==> src/rtl/x_or_reduce_pipe.sv <==
// rtl/x_or_reduce_pipe.sv - pipelined radix-4 OR reduction with lowest-index report and sticky event capture
module x_or_reduce_pipe #(
   parameter int    WIDTH  = 32,
   parameter string LOC    = "UNPLACED",
   localparam int   IW     = $clog2(WIDTH),
   localparam int   STAGES = ($clog2(WIDTH) + 1) / 2
) (
   input  logic             CLK,
   input  logic             RST_N,
   input  logic [WIDTH-1:0] I,
   input  logic             I_VALID,
   input  logic             CLR,
   output logic             O,
   output logic [IW-1:0]    O_IDX,
   output logic             O_VALID,
   output logic             STICKY,
   output logic [IW-1:0]    STICKY_IDX
);

   localparam int PW = 4 ** STAGES;

   logic [WIDTH-1:0] in_q;
   logic [PW-1:0]    leaf;
   logic [STAGES:0]  vld_q;
   logic             fin_or;
   logic [IW-1:0]    fin_idx;

   // LOC carries placement only; no logic depends on it.
   if (LOC == "") begin : g_unplaced
   end

   always_ff @(posedge CLK or negedge RST_N) begin
      if (!RST_N) begin
         in_q  <= '0;
         vld_q <= '0;
      end else begin
         in_q  <= I;
         vld_q <= {vld_q[STAGES-1:0], I_VALID};
      end
   end

   always_comb begin
      leaf             = '0;
      leaf[WIDTH-1:0]  = in_q;
   end

   for (genvar k = 1; k <= STAGES; k++) begin : g_lvl
      localparam int N  = 4 ** (STAGES - k);
      // The root index is trimmed to IW; its dropped high bits are always 0.
      localparam int XW = (k == STAGES) ? IW : 2 * k;

      logic [N-1:0]         or_d;
      logic [N-1:0]         or_n;
      logic [N-1:0]         or_q;
      logic [N-1:0][XW-1:0] idx_d;
      logic [N-1:0][XW-1:0] idx_n;
      logic [N-1:0][XW-1:0] idx_q;

      if (k == 1) begin : g_src
         always_comb begin
            or_d  = '0;
            idx_d = '0;
            for (int n = 0; n < N; n++) begin
               or_d[n] = |leaf[4*n +: 4];
               for (int j = 3; j >= 0; j--)
                  idx_d[n] = leaf[4*n+j] ? XW'(j) : idx_d[n];
            end
         end
      end else begin : g_src
         always_comb begin
            or_d  = '0;
            idx_d = '0;
            for (int n = 0; n < N; n++) begin
               or_d[n] = |g_lvl[k-1].or_q[4*n +: 4];
               for (int j = 3; j >= 0; j--)
                  idx_d[n] = g_lvl[k-1].or_q[4*n+j]
                           ? XW'({2'(j), g_lvl[k-1].idx_q[4*n+j]})
                           : idx_d[n];
            end
         end
      end

      // Invalid slots travel as zeros so the root needs no separate forcing.
      assign or_n  = vld_q[k-1] ? or_d  : '0;
      assign idx_n = vld_q[k-1] ? idx_d : '0;

      always_ff @(posedge CLK or negedge RST_N) begin
         if (!RST_N) begin
            or_q  <= '0;
            idx_q <= '0;
         end else begin
            or_q  <= or_n;
            idx_q <= idx_n;
         end
      end
   end

   assign fin_or  = g_lvl[STAGES].or_n[0];
   assign fin_idx = g_lvl[STAGES].idx_n[0];

   // A coincident event beats CLR so that no event is lost.
   always_ff @(posedge CLK or negedge RST_N) begin
      if (!RST_N) begin
         STICKY     <= 1'b0;
         STICKY_IDX <= '0;
      end else if (fin_or && (!STICKY || CLR)) begin
         STICKY     <= 1'b1;
         STICKY_IDX <= fin_idx;
      end else if (CLR) begin
         STICKY     <= 1'b0;
         STICKY_IDX <= '0;
      end
   end

   assign O       = g_lvl[STAGES].or_q[0];
   assign O_IDX   = g_lvl[STAGES].idx_q[0];
   assign O_VALID = vld_q[STAGES];

endmodule

==> config.mk <==
export PLATFORM = sky130hd
export DESIGN_NAME = x_or_reduce_pipe
export DESIGN_NICKNAME = d
export VERILOG_FILES = /design/src/rtl/x_or_reduce_pipe.sv
export SDC_FILE = /design/constraint.sdc
export NUM_CORES = 1
export LEC_CHECK = 0
export BUFFER_PORTS_ARGS = -buffer_cell sky130_fd_sc_hd__clkbuf_2
export CELL_PAD_IN_SITES_DETAIL_PLACEMENT = 2
export CELL_PAD_IN_SITES_GLOBAL_PLACEMENT = 2
export CORE_ASPECT_RATIO = 1.1
export CORE_UTILIZATION = 39
export CTS_BUF_LIST = sky130_fd_sc_hd__clkbuf_8
export DETAILED_ROUTE_END_ITERATION = 10
export GPL_ROUTABILITY_DRIVEN = 0
export PLACE_DENSITY = 0.91
export SLEW_MARGIN = 30
export SYNTH_ARGS = -nofsm -noshare
export SYNTH_HDL_FRONTEND = slang
export SYNTH_SLANG_ARGS = --single-unit
==> constraint.sdc <==
create_clock -name CLK -period 1.67 [get_ports CLK]
set_input_delay 0.2505 -clock CLK [delete_from_list [all_inputs] [get_ports CLK]]
set_output_delay 0.2505 -clock CLK [all_outputs]
set_load 0.02 [all_outputs]
==> metrics.cfg <==
[status]
outcome = completed

[routing]
vias = 1974
avgRoutedWirePerCell_um = 22.3
drc = 0
drtIter0Drc = 104
routed_via_density = 5.25
ant_nets = 0
routed_wl_um = 8380
firstDrtPassIters = 4

[floorplanning]
dieArea_um2 = 7400
core-area_um2 = 6710
die_h_um = 90.1
die_w_um = 82.1
core.rowCount = 31
start_util_pct = 41.0
pin_count = 49

[placed_design]
io_buffer_count = 48
dp_slack_ns = 0.363
dp_hpwl_um = 4200

[run]
cap_violations = 0

[synthesis]
yosysTopAreaCell = dfrtp_1
ys.flop_type = dfrtp_1
yosysWarnings = 0
ys_async_sr_fraction_pct = 100
synth_most_common_cell = dfrtp_1
ys_ff_latch = 82
syn_area_um2 = 2750
synth_area_per_cell_um2 = 14.1
synth_cell_types = 21
syn_nets = 231
yosys-top-cells-area = dfrtp_1, o41a_1, nor2_1
yosysSeqAreaShare_pct = 74.5
synth_cells = 195
synth_edf_count = 0
yosysTopAreaCellShare_pct = 74.5
synth.cells.most_frequent = dfrtp_1, nor2_1, nor2b_1

[global_route]
track_usage_pct = 26.2
use_met1_pct = 31.9
grt_max_degree = 45
grt_busiest_layer = met2
grt_pass1_wl_um = 13300
grt-ovfl-total = 0
grtUsageMet2_pct = 43.2
antenna_found_initial = 0
grt_pass1_vias = 2346
grt_util_met3_pct = 4.97

[power_and_ir_drop]
p_leak_nw = 1.73
p_int_mw = 2.79
power_frac_seq_pct = 55.8
p_comb_share_pct = 8.2
switching_share_pct = 28.5
p_clk_share_pct = 36.0
ir_drop_uv = 904
power_mw = 3.90
p_per_area_nw_per_um2 = 1070
power_switching_mw = 1.11

[worst_setup_path]
arrival_ns = 1.66
path_cells = nand2b_1 -> nor3_1
slowest_stage = dfrtp_1
cp.required_ns = 1.93
max_stage_delay_ns = 0.76
crit_path_max_fanout = 17
path_class = flip-flop to flip-flop
worstSetupStartpointType = flip-flop
critPathCaptureType = flip-flop
crit_family = flip-flops
path_buf_inv = 0

[cts]
cts.reportedPaths.clkPinSlew_ns = 0.10
numCtsBuffers = 9
h-tree-depth = 3
cts_root_buffer = clkbuf_8
clock_sinks = 82
cts_tree = done
clk_path_buf_depth = 2
cts_setup_buffers = 0
clk_latency_ns = 0.38

[sta]
clock.fmax_mhz = 714
finalSetupViolCount = 0
slew_headroom_pct = 57.6
hold_viol_final = 0
finClkSkew_ns = 0.0189
grt_setup_unrepaired = false
period_needed_ns = 1.40
fin_crit_sh_pct = 83.8
whs_ns = 0.287
finalSetupTns_ns = 0
setup_ws_ns = 0.270
drv_slew = 0
tightestPinTransition_ns = 0.637

[final_layout]
fillers = 631
area_growth_pct = 32.2
final_core_util_pct = 54.2
multi_input_area_um2 = 659
seqCellArea_um2 = 2050
final_nets = 325
n_antenna_cell = 0
drive_above_1_share_pct = 24.8

[min_path]
hold_path_class = primary input to flip-flop

[path summary, 6_finish.rpt]
path                                    start                            to  slack, ns  cells past startpoint
setup reg to reg           vld_q[0]$_DFF_PN0_   g_lvl[1].idx_q[3]$_DFF_PN0_       0.27                      2
min in group asynchronous               RST_N    g_lvl[1].or_q[5]$_DFF_PN0_       0.40                      2
max in group asynchronous               RST_N   g_lvl[2].idx_q[4]$_DFF_PN0_       0.68                      3
setup / recovery           vld_q[0]$_DFF_PN0_   g_lvl[1].idx_q[3]$_DFF_PN0_       0.27                      2
hold reg to reg            in_q[21]$_DFF_PN0_  g_lvl[1].idx_q[11]$_DFF_PN0_       0.51                      1
hold / removal                            CLR     STICKY_IDX[4]$_DFFE_PN0P_       0.29                      4
[cells by family (layout without fill, tap and decap cells)]
group                  after synthesis  in the layout  share of synthesized area, %
buffers and inverters               11            110                          1.54
flip-flops                          82             82                          74.5
AND/OR/NAND/NOR                     66             66                          12.1
multiplexers                         4              4                          1.64
AO/OA/AOI/OAI                       32             32                          10.2
[placed cells by master, fill, tap and decap left out]
master	Yosys	routed
o21ai_2	1	1
mux2_2	4	4
a32o_1	3	3
inv_1	10	11
nand4b_1	1	1
buf_4	0	2
nand3_1	5	5
buf_12	0	1
nand2_1	4	4
a21oi_4	1	1
a221oi_1	4	4
o31ai_1	4	4
clkbuf_2	0	47
o41a_1	10	10
and2_4	1	1
clkinvlp_4	0	2
nand2b_1	10	10
and2_2	1	1
inv_6	0	2
dfrtp_1	82	82
dlygate4sd3_1	0	34
nor3_1	10	10
clkinv_4	0	2
nor2_1	23	23
clkbuf_8	0	9
nor2b_1	11	11
a21oi_1	8	8
o2bb2ai_1	1	1
[flip-flops by register name (all words and copies together) (netlist names)]
signal,flops
g_lvl.or_q,10
O_IDX,5
g_lvl.idx_q,24
STICKY_IDX,5
STICKY,1
vld_q,4
O,1
in_q,32
[per-stage QoR]
step / cells / cell area [µm²]
floorplan: 195 / 2750
global placement: 326 / 3120
detailed placement: 326 / 3120
CTS: 376 / 3640
global route: 376 / 3640
finish: 376 / 3640
[power groups by stage]
stage	sequential, mW	combinational [mW]	clock [mW]
2_1_floorplan	2.19	0.0976	0
5_1_grt	2.19	0.349	1.49
4_1_cts	2.17	0.304	1.35
3_5_place_dp	2.20	0.237	0
3_3_place_gp	2.19	0.221	0
6_report	2.18	0.320	1.40
[layer usage]
metal | vias up | part of all wire [%]
met2 | 62 | 53
met4 | 0 | 3.2
met5 | - | 0
met3 | 22 | 3.3
li1 | 870 | -
met1 | 1020 | 41
[what timing repair did]
action | in CTS | in global routing
hold endpoints to repair | 75 | 0
endpoints found under the setup margin | 0 | 0
gates resized for setup | 0 | 0
hold buffers | 34 | 0
[final cells by class]
cell class,instances,share of cell area (%)
Timing Repair Buffer,84,16.8
Tap cell,82,2.82
Clock inverter,7,1.48
Multi-Input combinational cell,102,18.1
Sequential cell,82,56.4
Clock buffer,9,3.40
Inverter,10,1.03
[tightest hold or removal path, stage by stage]
cell	delay [ns]
clkbuf_2	0.13
inv_1	0.10
nand2_1	0.09
o2bb2ai_1	0.06
(Power assumes the default switching activity.)
